File: src/rtl/pipe_pkg.sv
// Shared pipeline definitions: FSM encoding, PC geometry and the EX-resolution bundle.
// The bundle layout is also used by the predictor and the hazard unit.
package pipe_pkg;

    typedef enum logic {
        ST_RUN   = 1'b0,
        ST_FLUSH = 1'b1
    } state_e;

    localparam int unsigned    PC_W           = 32;
    localparam int unsigned    INSN_BYTES_DEF = 4;
    localparam logic [PC_W-1:0] RESET_PC      = 32'h0;
    localparam int unsigned    FLUSH_CNT_W    = 4;

    typedef struct packed {
        logic            taken;
        logic [PC_W-1:0] pc;
        logic [PC_W-1:0] target;
        logic [PC_W-1:0] pred_pc;
    } ex_res_t;

    // Modulo-2^32 add, so the last word of the address space wraps to 0.
    function automatic logic [PC_W-1:0] resolve_next_pc(input ex_res_t r,
                                                        input logic [PC_W-1:0] step);
        return r.taken ? r.target : r.pc + step;
    endfunction

endpackage

File: src/rtl/branch_resolve_ctrl_if.sv
// EX-resolution inputs and redirect/flush/training outputs of the branch resolve controller.
// master = pipeline side driving EX, slave = the controller.
interface branch_resolve_ctrl_if
    import pipe_pkg::*;
#(
    parameter int unsigned CNT_W = 32
);
    logic            pipe_stall;
    logic            ex_valid;
    logic            ex_is_branch;
    logic            ex_taken;
    logic [PC_W-1:0] ex_pc;
    logic [PC_W-1:0] ex_target;
    logic [PC_W-1:0] ex_pred_pc;

    logic             redirect_valid;
    logic [PC_W-1:0]  redirect_pc;
    logic             flush_if_id;
    logic             flush_id_ex;
    logic             branch_flag;
    logic [PC_W-1:0]  branch_from_pc;
    logic [PC_W-1:0]  branch_to_pc;
    logic [CNT_W-1:0] br_count;
    logic [CNT_W-1:0] miss_count;
    logic             busy;

    modport master (
        output pipe_stall, ex_valid, ex_is_branch, ex_taken, ex_pc, ex_target, ex_pred_pc,
        input  redirect_valid, redirect_pc, flush_if_id, flush_id_ex, branch_flag,
               branch_from_pc, branch_to_pc, br_count, miss_count, busy
    );

    modport slave (
        input  pipe_stall, ex_valid, ex_is_branch, ex_taken, ex_pc, ex_target, ex_pred_pc,
        output redirect_valid, redirect_pc, flush_if_id, flush_id_ex, branch_flag,
               branch_from_pc, branch_to_pc, br_count, miss_count, busy
    );

endinterface

File: src/rtl/branch_resolve_ctrl_sat_counter.sv
// Saturating up-counter: holds at all-ones instead of wrapping.
// Latency 1 cycle from inc to q; no backpressure.
module sat_counter #(
    parameter int unsigned W = 32
) (
    input  logic         clk,
    input  logic         rst_n,
    input  logic         inc,
    output logic [W-1:0] q
);
    logic [W-1:0] q_q;

    always_ff @(posedge clk or negedge rst_n) begin
        if (!rst_n) begin
            q_q <= '0;
        end else if (inc && (q_q != {W{1'b1}})) begin
            q_q <= q_q + 1'b1;
        end
    end

    assign q = q_q;

endmodule

File: src/rtl/branch_resolve_ctrl.sv
// Misprediction recovery: redirect + fixed flush window on a wrong prediction, predictor training strobe, stats.
// Outputs 1 cycle after the accept edge; pipe_stall blocks acceptance but never stretches a flush.
module branch_resolve_ctrl
    import pipe_pkg::*;
#(
    parameter int unsigned FLUSH_CYCLES = 2,
    parameter int unsigned INSN_BYTES   = INSN_BYTES_DEF,
    parameter int unsigned CNT_W        = 32
) (
    input  logic                 clk,
    input  logic                 rst_n,
    branch_resolve_ctrl_if.slave bus
);
    state_e                 state_q;
    logic [FLUSH_CNT_W-1:0] flush_cnt_q;
    logic                   redirect_valid_q;
    logic                   flush_q;
    logic                   branch_flag_q;
    logic [PC_W-1:0]        redirect_pc_q;
    logic [PC_W-1:0]        branch_from_q;
    logic [PC_W-1:0]        branch_to_q;

    ex_res_t         ex;
    logic [PC_W-1:0] actual;
    logic            acc;
    logic            miss;
    logic            train;

    assign ex = '{taken:   bus.ex_taken,
                  pc:      bus.ex_pc,
                  target:  bus.ex_target,
                  pred_pc: bus.ex_pred_pc};

    assign actual = resolve_next_pc(ex, PC_W'(INSN_BYTES));
    // Anything reaching EX while in FLUSH is wrong-path and must not count or train.
    assign acc    = bus.ex_valid & bus.ex_is_branch & ~bus.pipe_stall & (state_q == ST_RUN);
    assign miss   = acc & (actual != ex.pred_pc);
    assign train  = acc & ex.taken;

    always_ff @(posedge clk or negedge rst_n) begin
        if (!rst_n) begin
            state_q          <= ST_RUN;
            flush_cnt_q      <= '0;
            flush_q          <= 1'b0;
            redirect_valid_q <= 1'b0;
            redirect_pc_q    <= RESET_PC;
            branch_flag_q    <= 1'b0;
            branch_from_q    <= '0;
            branch_to_q      <= '0;
        end else begin
            redirect_valid_q <= miss;
            branch_flag_q    <= train;
            if (miss) begin
                redirect_pc_q <= actual;
            end
            if (train) begin
                branch_from_q <= ex.pc;
                branch_to_q   <= ex.target;
            end

            case (state_q)
                ST_RUN: begin
                    if (miss) begin
                        state_q     <= ST_FLUSH;
                        flush_cnt_q <= FLUSH_CNT_W'(FLUSH_CYCLES);
                        flush_q     <= 1'b1;
                    end
                end
                ST_FLUSH: begin
                    // Counts through stalls so the squash window is always exactly FLUSH_CYCLES.
                    if (flush_cnt_q == FLUSH_CNT_W'(1)) begin
                        state_q     <= ST_RUN;
                        flush_cnt_q <= '0;
                        flush_q     <= 1'b0;
                    end else begin
                        flush_cnt_q <= flush_cnt_q - 1'b1;
                    end
                end
                default: begin
                    state_q     <= ST_RUN;
                    flush_cnt_q <= '0;
                    flush_q     <= 1'b0;
                end
            endcase
        end
    end

    sat_counter #(.W(CNT_W)) u_br_cnt (
        .clk   (clk),
        .rst_n (rst_n),
        .inc   (acc),
        .q     (bus.br_count)
    );

    sat_counter #(.W(CNT_W)) u_miss_cnt (
        .clk   (clk),
        .rst_n (rst_n),
        .inc   (miss),
        .q     (bus.miss_count)
    );

    assign bus.redirect_valid = redirect_valid_q;
    assign bus.redirect_pc    = redirect_pc_q;
    assign bus.flush_if_id    = flush_q;
    assign bus.flush_id_ex    = flush_q;
    assign bus.busy           = flush_q;
    assign bus.branch_flag    = branch_flag_q;
    assign bus.branch_from_pc = branch_from_q;
    assign bus.branch_to_pc   = branch_to_q;

endmodule

File: src/flat_wrapper.sv
// flat-port wrapper written by rule: the top's interface ports become plain ports
module branch_resolve_ctrl_flat import pipe_pkg::*;
#(
    parameter int unsigned FLUSH_CYCLES = 2,
    parameter int unsigned INSN_BYTES   = INSN_BYTES_DEF,
    parameter int unsigned CNT_W        = 32
)
  (clk, rst_n, bus_pipe_stall, bus_ex_valid, bus_ex_is_branch, bus_ex_taken, bus_ex_pc, bus_ex_target, bus_ex_pred_pc, bus_redirect_valid, bus_redirect_pc, bus_flush_if_id, bus_flush_id_ex, bus_branch_flag, bus_branch_from_pc, bus_branch_to_pc, bus_br_count, bus_miss_count, bus_busy);
  branch_resolve_ctrl_if #(.CNT_W(CNT_W)) bus_i ();
  input  logic clk;
  input  logic rst_n;
  input wire logic [$bits(bus_i.pipe_stall)-1:0] bus_pipe_stall;
  input wire logic [$bits(bus_i.ex_valid)-1:0] bus_ex_valid;
  input wire logic [$bits(bus_i.ex_is_branch)-1:0] bus_ex_is_branch;
  input wire logic [$bits(bus_i.ex_taken)-1:0] bus_ex_taken;
  input wire logic [$bits(bus_i.ex_pc)-1:0] bus_ex_pc;
  input wire logic [$bits(bus_i.ex_target)-1:0] bus_ex_target;
  input wire logic [$bits(bus_i.ex_pred_pc)-1:0] bus_ex_pred_pc;
  output wire logic [$bits(bus_i.redirect_valid)-1:0] bus_redirect_valid;
  output wire logic [$bits(bus_i.redirect_pc)-1:0] bus_redirect_pc;
  output wire logic [$bits(bus_i.flush_if_id)-1:0] bus_flush_if_id;
  output wire logic [$bits(bus_i.flush_id_ex)-1:0] bus_flush_id_ex;
  output wire logic [$bits(bus_i.branch_flag)-1:0] bus_branch_flag;
  output wire logic [$bits(bus_i.branch_from_pc)-1:0] bus_branch_from_pc;
  output wire logic [$bits(bus_i.branch_to_pc)-1:0] bus_branch_to_pc;
  output wire logic [$bits(bus_i.br_count)-1:0] bus_br_count;
  output wire logic [$bits(bus_i.miss_count)-1:0] bus_miss_count;
  output wire logic [$bits(bus_i.busy)-1:0] bus_busy;
  assign bus_i.pipe_stall = bus_pipe_stall;
  assign bus_i.ex_valid = bus_ex_valid;
  assign bus_i.ex_is_branch = bus_ex_is_branch;
  assign bus_i.ex_taken = bus_ex_taken;
  assign bus_i.ex_pc = bus_ex_pc;
  assign bus_i.ex_target = bus_ex_target;
  assign bus_i.ex_pred_pc = bus_ex_pred_pc;
  assign bus_redirect_valid = bus_i.redirect_valid;
  assign bus_redirect_pc = bus_i.redirect_pc;
  assign bus_flush_if_id = bus_i.flush_if_id;
  assign bus_flush_id_ex = bus_i.flush_id_ex;
  assign bus_branch_flag = bus_i.branch_flag;
  assign bus_branch_from_pc = bus_i.branch_from_pc;
  assign bus_branch_to_pc = bus_i.branch_to_pc;
  assign bus_br_count = bus_i.br_count;
  assign bus_miss_count = bus_i.miss_count;
  assign bus_busy = bus_i.busy;
  branch_resolve_ctrl #(.FLUSH_CYCLES(FLUSH_CYCLES), .INSN_BYTES(INSN_BYTES), .CNT_W(CNT_W)) u_core (.clk(clk), .rst_n(rst_n), .bus(bus_i));
endmodule
File: config.mk
export PLATFORM = sky130hd
export DESIGN_NAME = branch_resolve_ctrl_flat
export DESIGN_NICKNAME = d
export VERILOG_FILES = /design/src/rtl/pipe_pkg.sv /design/src/rtl/branch_resolve_ctrl_if.sv /design/src/rtl/branch_resolve_ctrl_sat_counter.sv /design/src/rtl/branch_resolve_ctrl.sv /design/src/flat_wrapper.sv
export SDC_FILE = /design/constraint.sdc
export NUM_CORES = 1
export LEC_CHECK = 0
export ABC_CLOCK_PERIOD_IN_PS = 3250
export BUFFER_PORTS_ARGS = -buffer_cell sky130_fd_sc_hd__buf_2
export CAP_MARGIN = 20
export CORE_MARGIN = 5
export CORE_UTILIZATION = 53
export DETAILED_ROUTE_END_ITERATION = 10
export MAX_ROUTING_LAYER = met4
export PLACE_DENSITY = 0.92
export SLEW_MARGIN = 10
export SYNTH_ARGS = -nofsm -noshare
export SYNTH_HDL_FRONTEND = slang
export SYNTH_SLANG_ARGS = --single-unit
File: constraint.sdc
create_clock -name clk -period 3.25 [get_ports clk]
set_input_delay 0.325 -clock clk [delete_from_list [all_inputs] [get_ports clk]]
set_output_delay 0.325 -clock clk [all_outputs]
set_load 0.01 [all_outputs]
==> impl_metrics.py, run 1 <==
metrics = {
    "critical_path": {
        "path_class": "in2reg",
        "critPathMaxFanout": 13,
        "crit_family": "compound AO/OA/AOI/OAI gates",
        "start_kind": "input port",
        "endpoint_kind": "flip-flop",
        "critPathArrivalTime_ps": 3390,
        "path_cells": "buf_2 > ha_1 > and3_1 > xnor2_1 > a221o_1 > a2111oi_0 > buf_4 > a31oi_1 > a2111oi_0 > and4bb_2 > nand2b_4 > buf_12 > mux2_1",
        "critPathRequiredTime_ps": 3550,
        "crit_slowest_cell": "a2111oi_0",
        "worst_path_most_repeated_cell": "a2111oi_0",
        "cp_num_buf_inv": 3,
        "cp_slowest_stage_delay_ps": 520,
    },
    "yosys": {
        "synthAdderAreaFrac_pct": 0.6756,
        "synth-simple-area-share_pct": 19.23,
        "synthDistinctLibCells": 74,
        "syn_area_sq_um": 9260,
        "syn_nets": 982,
        "synthTopCellsByArea": "dfrtp_1, mux2_2, xor2_1, xnor2_1, nand2_1",
        "synthCells": 875,
        "netlist.area_leader.share_pct": 45.40,
        "synth_most_common_cell": "dfrtp_1",
        "yosys.area.top_type": "dfrtp_1",
        "synthXorXnorAreaFrac_pct": 12.66,
        "synth_ff_type": "dfrtp_1",
        "synth_top_family_by_area": "simple AND/OR/NAND/NOR gates",
        "yosysWarnings": 0,
        "yosys-top-cells-count": "dfrtp_1, nand2_1, xor2_1, mux2_2, xnor2_1",
        "synth_compound_area_share_pct": 8.121,
        "synth-edff-count": 0,
        "postSynthAreaPerCell_sq_um": 10.58,
        "synth_mux_area_share_pct": 10.27,
        "ys_seq_area_share_pct": 45.40,
        "synth-seq-cells": 168,
        "async_reset_ff_share_pct": 100.0,
    },
    "placement": {
        "gp_congestion": 1.003,
        "portBuffers": 266,
        "postPlaceCellArea_sq_um": 11340,
        "post-dp-hpwl_microns": 22170,
        "pre_cts_slack_ps": -261.9,
    },
    "sta": {
        "worstMarginPinSlew_ps": 944.7,
        "rsz0062_at_grt": "no",
        "drv_slew": 0,
        "fmax_mhz": 324.4,
        "whs_ps": 159.7,
        "min_period_ps": 3082,
        "relSlewSlack_pct": 37.02,
        "final-setup-viol-count": 0,
        "setup_ws_ps": 167.5,
        "period_share_pct": 94.85,
        "finClkSkew_ps": 12.24,
        "hold_viol": 0,
    },
    "routing": {
        "drcViolationCount": 0,
        "first_pass_iters": 6,
        "num_vias": 8164,
        "viasPerCell": 5.666,
        "drt_first_iter_violations": 595,
        "wire_per_inst_microns": 19.73,
        "drt.antenna.violating_nets": 0,
        "route.final.wire_length_microns": 28440,
    },
    "pwr": {
        "total_leakage_power_nw": 5.869,
        "power_density_nw_per_um2": 629.7,
        "ir_drop_mv": 0.4547,
    },
    "clocking": {
        "insertion_delay_ps": 430,
        "cts-htree-levels": 4,
        "clk_pin_slew_ps": 70,
        "cts_buffers": 17,
        "root_buffer": "clkbuf_16",
        "tritoncts": "done",
        "cts_sinks": 168,
        "clockBufferDepth": 2,
    },
    "status": {
        "status": "complete, no violations",
    },
    "finish": {
        "synthToLayoutAreaGrowth_pct": 28.78,
        "final_core_util_pct": 69.19,
        "drive_above_1_share_pct": 39.14,
        "multiInputGateArea_sq_um": 4757,
        "final-seq-area_sq_um": 4204,
        "design_area_sq_um": 11930,
        "fin_nets": 1300,
        "nFillCells": 1302,
    },
    "global_route": {
        "antenna_found_initial": 10,
        "grtUsageTotal_pct": 29.14,
        "grt_max_degree": 73,
        "grt_pass1_wl_microns": 45160,
        "grt_pass1_vias": 8445,
        "gr-total-overflow": 0,
    },
    "die": {
        "num_rows": 48,
        "die_x_microns": 142.2,
        "start_util_pct": 53.72,
        "die_area_sq_um": 20220,
        "core_sq_um": 17240,
        "die_y_microns": 142.2,
        "io-pin-count": 267,
    },
    "worst_hold_path": {
        "worstHoldPathType": "in2reg",
    },
    "run": {
        "max_cap_viol_count": 0,
    },
}
-- timing repair --
| action | CTS | global route |
|---|---|---|
| hold buffers | 1 | 0 |
| endpoints found under the hold margin | 68 | 0 |
| gates resized for setup | 0 | 1 |
| setup buffers | 0 | 0 |
| endpoints found under the setup margin | 0 | 8 |
-- final cells by class --
| type | instances | share of cell area (%) |
|---|---|---|
| repair buffers | 350 | 17.05 |
| inverters | 20 | 0.6295 |
| diodes | 10 | 0.2098 |
| clock inverters | 14 | 0.9233 |
| clock buffers | 18 | 3.683 |
| flip-flops and latches | 168 | 35.25 |
| multi-input cells | 636 | 39.89 |
| well taps | 225 | 2.361 |
-- routing by layer --
layer | GRT usage [%] | vias up | share of wire, %
li1 | - | 3794 | -
met1 | 37.33 | 3946 | 42
met2 | 46.01 | 369 | 48
met3 | 6.821 | 55 | 7.6
met4 | 9.495 | 0 | 2.6
met5 | - | - | 0
-- registers in the layout, indices dropped and copies added, names as in the netlist --
signal                     flops
u_core.bus.branch_flag         1
u_core.bus.branch_from_pc     32
u_core.bus.branch_to_pc       32
u_core.bus.busy                1
u_core.bus.redirect_pc        32
u_core.bus.redirect_valid      1
u_core.flush_cnt_q             4
u_core.state_q                 1
u_core.u_br_cnt.q             32
u_core.u_miss_cnt.q           32
-- where the power goes --
group	internal [mW]	switching (mW)
Clock	1.02	0.898
Combinational	1.13	1.26
Sequential	2.78	0.422
Total	4.93	2.58
-- worst paths after layout --
check | startpoint | slack [ps] | to | cells past startpoint
min reg2reg | u_core.bus.branch_from_pc[29]$_DFFE_PN0P_ | 480 | u_core.bus.branch_from_pc[29]$_DFFE_PN0P_ | 2
max reg2reg | u_core.state_q$_DFF_PN0_ | 450 | u_core.u_br_cnt.q[31]$_DFFE_PN0P_ | 7
min in group asynchronous | rst_n | 470 | u_core.u_miss_cnt.q[27]$_DFFE_PN0P_ | 2
max in group asynchronous | rst_n | 1870 | u_core.bus.redirect_pc[17]$_DFFE_PN0P_ | 3
min | bus_ex_target[2] | 160 | u_core.bus.branch_to_pc[2]$_DFFE_PN0P_ | 2
max | bus_ex_pc[2] | 170 | u_core.bus.redirect_pc[7]$_DFFE_PN0P_ | 13
-- per-stage QoR --
step           power, mW  TNS, ps  instances
2_1_floorplan      4.396        0        875
3_3_place_gp       5.508    -5381       1398
3_5_place_dp       5.626   -13290       1398
4_1_cts            7.547        0       1431
5_1_grt            7.913        0       1441
6_report           7.510        0       1441
-- layout by cell type, fill, tap and decap left out, types with 10 or more instances in the layout --
| master | Yosys | final |
|---|---|---|
| buf_2 | 12 | 265 |
| dfrtp_1 | 168 | 168 |
| buf_4 | 4 | 78 |
| nand2_1 | 71 | 70 |
| xor2_1 | 63 | 63 |
| mux2_2 | 59 | 59 |
| xnor2_1 | 58 | 58 |
| o21ai_0 | 50 | 50 |
| nor2_1 | 41 | 41 |
| nand3_1 | 40 | 39 |
| and3_1 | 27 | 27 |
| nand4_1 | 24 | 24 |
| mux2_1 | 21 | 21 |
| inv_1 | 19 | 19 |
| nor3_1 | 18 | 17 |
| clkbuf_16 | 0 | 17 |
| nor4_1 | 15 | 14 |
| a21oi_1 | 13 | 13 |
| diode_2 | 0 | 10 |
| a31oi_1 | 10 | 10 |
| nor4_2 | 9 | 10 |
-- cells by family (layout without fill, tap and decap cells) --
logic type	Yosys count	count (layout)
fa+ha+maj	5	5
xor+xnor	126	126
mux	85	85
buf+inv	71	402
other cells	0	10
simple gates	305	305
flops	168	168
compound gates	115	115
Note: power is estimated with default switching activity, not from simulation.
==> inputs of run 2 (changes only) <==
--- a/config.mk
+++ b/config.mk
@@ -8,6 +8,7 @@
 export ABC_CLOCK_PERIOD_IN_PS = 3250
 export BUFFER_PORTS_ARGS = -buffer_cell sky130_fd_sc_hd__buf_2
 export CAP_MARGIN = 20
+export CORE_ASPECT_RATIO = 1.75
 export CORE_MARGIN = 5
 export CORE_UTILIZATION = 53
 export DETAILED_ROUTE_END_ITERATION = 10
==> run 2 against run 1 <==
  * Via count is 1.5% higher
  * Sequential power hardly changed
  * Flip-flop and latch count stayed put
  * Wire length is 6.1% higher
  * Combinational power hardly changed
  * Non-clock buffer count is 1 higher
  * Clock skew is 3.1 ps lower
  * Clock power is 6% higher
  * First-iteration DRC count is 15% lower
  * Count of clock-buffer cells in the layout is 1 higher
  * Die area is 0.52% higher
  * Critical endpoint is now u_core.bus.redirect_pc[20]$_DFFE_PN0P_
  * Largest cell class unchanged
  * Largest power group unchanged
==> impl_metrics.py, run 2 (synthesis results as in run 1) <==
metrics = {
    "status": {
        "status": "complete, no violations",
    },
    "die": {
        "io-pin-count": 267,
        "core_sq_um": 17380,
        "die_y_microns": 184.9,
        "die_x_microns": 109.9,
        "start_util_pct": 53.29,
        "num_rows": 64,
        "die_area_sq_um": 20320,
    },
    "sta": {
        "fmax_mhz": 317.6,
        "rsz0062_at_grt": "no",
        "finClkSkew_ps": 9.133,
        "drv_slew": 0,
        "worstMarginPinSlew_ps": 881.0,
        "relSlewSlack_pct": 41.27,
        "period_share_pct": 96.89,
        "setup_tns_ps": 0,
        "min_period_ps": 3149,
        "hold_viol": 0,
        "setup_ws_ps": 101.0,
        "final-setup-viol-count": 0,
    },
    "clocking": {
        "cts_sinks": 168,
        "cts_resized": 0,
        "cts-htree-levels": 4,
        "cts_buffers": 17,
        "insertion_delay_ps": 430,
        "clk_pin_slew_ps": 60,
        "cts_hold_buffers": 0,
        "tritoncts": "done",
        "cts_setup_buffers": 0,
        "root_buffer": "clkbuf_16",
        "clockBufferDepth": 2,
    },
    "critical_path": {
        "critPathArrivalTime_ps": 3450,
        "endpoint_kind": "flip-flop",
        "path_class": "in2reg",
        "r2r_start": "u_core.state_q$_DFF_PN0_",
        "cp_slowest_stage_delay_ps": 530,
        "critPathRequiredTime_ps": 3560,
        "worst_path_most_repeated_cell": "a2111oi_0",
        "reg2reg_to": "u_core.u_br_cnt.q[31]$_DFFE_PN0P_",
        "crit_slowest_cell": "a2111oi_0",
        "path_cells": "buf_2 > ha_1 > and3_1 > xnor2_1 > a221o_1 > a2111oi_0 > buf_4 > a31oi_1 > a2111oi_0 > and4bb_1 > nand2b_4 > buf_12 > mux2_1",
        "reg2reg_slack_ps": 410,
        "critPathMaxFanout": 8,
        "start_kind": "input port",
        "rr_worst_depth": 7,
    },
    "placement": {
        "postPlaceCellArea_sq_um": 11370,
        "portBuffers": 266,
        "pre_cts_slack_ps": -327.6,
        "post-dp-hpwl_microns": 23670,
        "gp_congestion": 0.9945,
    },
    "pwr": {
        "total_leakage_power_nw": 5.897,
        "power_density_nw_per_um2": 639.7,
        "total_power_mw": 7.652,
        "ir_drop_mv": 0.4674,
    },
    "routing": {
        "first_pass_iters": 5,
        "viasPerCell": 5.742,
        "route.final.wire_length_microns": 30160,
        "wire_per_inst_microns": 20.90,
        "num_vias": 8286,
        "drcViolationCount": 0,
        "drt.antenna.violating_nets": 0,
        "drt_first_iter_violations": 505,
    },
    "finish": {
        "multiInputGateArea_sq_um": 4752,
        "synthToLayoutAreaGrowth_pct": 29.18,
        "design_area_sq_um": 11960,
        "fin_nets": 1301,
        "drive_above_1_share_pct": 38.94,
        "final_cell_mix": "buf_2, dfrtp_1, buf_4",
        "final_common_cell": "buf_2",
        "nFillCells": 1309,
        "final-seq-area_sq_um": 4204,
    },
    "global_route": {
        "grt_max_degree": 169,
        "antenna_found_initial": 4,
        "grt_pass1_wl_microns": 46460,
        "grt_pass1_vias": 8680,
        "gr-total-overflow": 0,
        "grtUsageTotal_pct": 31.06,
    },
    "run": {
        "max_cap_viol_count": 0,
    },
    "worst_hold_path": {
        "worstHoldPathType": "in2async",
    },
}
==> run 2: cell types whose count changed in the layout (fill, tap and decap cells not counted), sizes merged <==
cell	previous run	this run
clkinv	6	8
diode	10	5
clkbuf	18	19
clkinvlp	2	1
inv	26	22
dlygate4sd3	1	0
bufinv	0	2
buf	349	351
==> run 2: report_power, final <==
part           internal (mW)  switching (mW)  leakage, nW
Sequential              2.78           0.445         2.14
Combinational           1.13            1.27         3.48
Clock                   1.14           0.875        0.284
==> run 2: routing by layer <==
metal  global-route usage (%)  part of all wire [%]
met5                        -                     0
met1                    33.32                    35
met2                    54.91                    55
met4                    14.93                   4.2
met3                    4.674                   5.5
==> run 2: stage by stage <==
stage | utilization [%] | instances | hold WS [ps]
2_1_floorplan | - | 875 | 29.41
3_3_place_gp | 65.44 | 1406 | 460.9
3_5_place_dp | 65.44 | 1406 | 464.8
4_1_cts | 68.77 | 1438 | 106.3
5_1_grt | 68.83 | 1442 | 148.2
6_report | 68.84 | 1443 | 71.03
==> run 2: how the worst max path moves through the flow <==
stage,from,to,slack [ps]
detailed placement,bus_ex_pc[2],u_core.bus.redirect_pc[18]$_DFFE_PN0P_,-330
floorplan,bus_ex_pc[2],u_core.bus.redirect_pc[10]$_DFFE_PN0P_,3
global placement,bus_ex_target[17],u_core.bus.redirect_pc[7]$_DFFE_PN0P_,-220
global route,bus_ex_pc[3],u_core.u_miss_cnt.q[21]$_DFFE_PN0P_,3
CTS,bus_ex_pc[2],u_core.bus.redirect_pc[20]$_DFFE_PN0P_,120
finish,bus_ex_pc[2],u_core.bus.redirect_pc[20]$_DFFE_PN0P_,100
==> run 2: worst max-delay path: cells and delay by family <==
family / cells / cell delay [ps]
adder cells (fa/ha/maj): 1 / 240
multiplexers: 1 / 320
XOR/XNOR: 1 / 130
buffers and inverters: 3 / 470
AND/OR/NAND/NOR: 3 / 730
AO/OA/AOI/OAI: 4 / 1240
==> run 2: cell type report <==
| cell class | instances | area share (%) |
|---|---|---|
| antenna | 5 | 0.1046 |
| clock buffer | 19 | 3.619 |
| clock inverter | 13 | 1.224 |
| inverter | 20 | 0.6276 |
| multi-input combinational | 636 | 39.72 |
| sequential | 168 | 35.14 |
| tap | 231 | 2.416 |
| timing repair buffer | 351 | 17.14 |
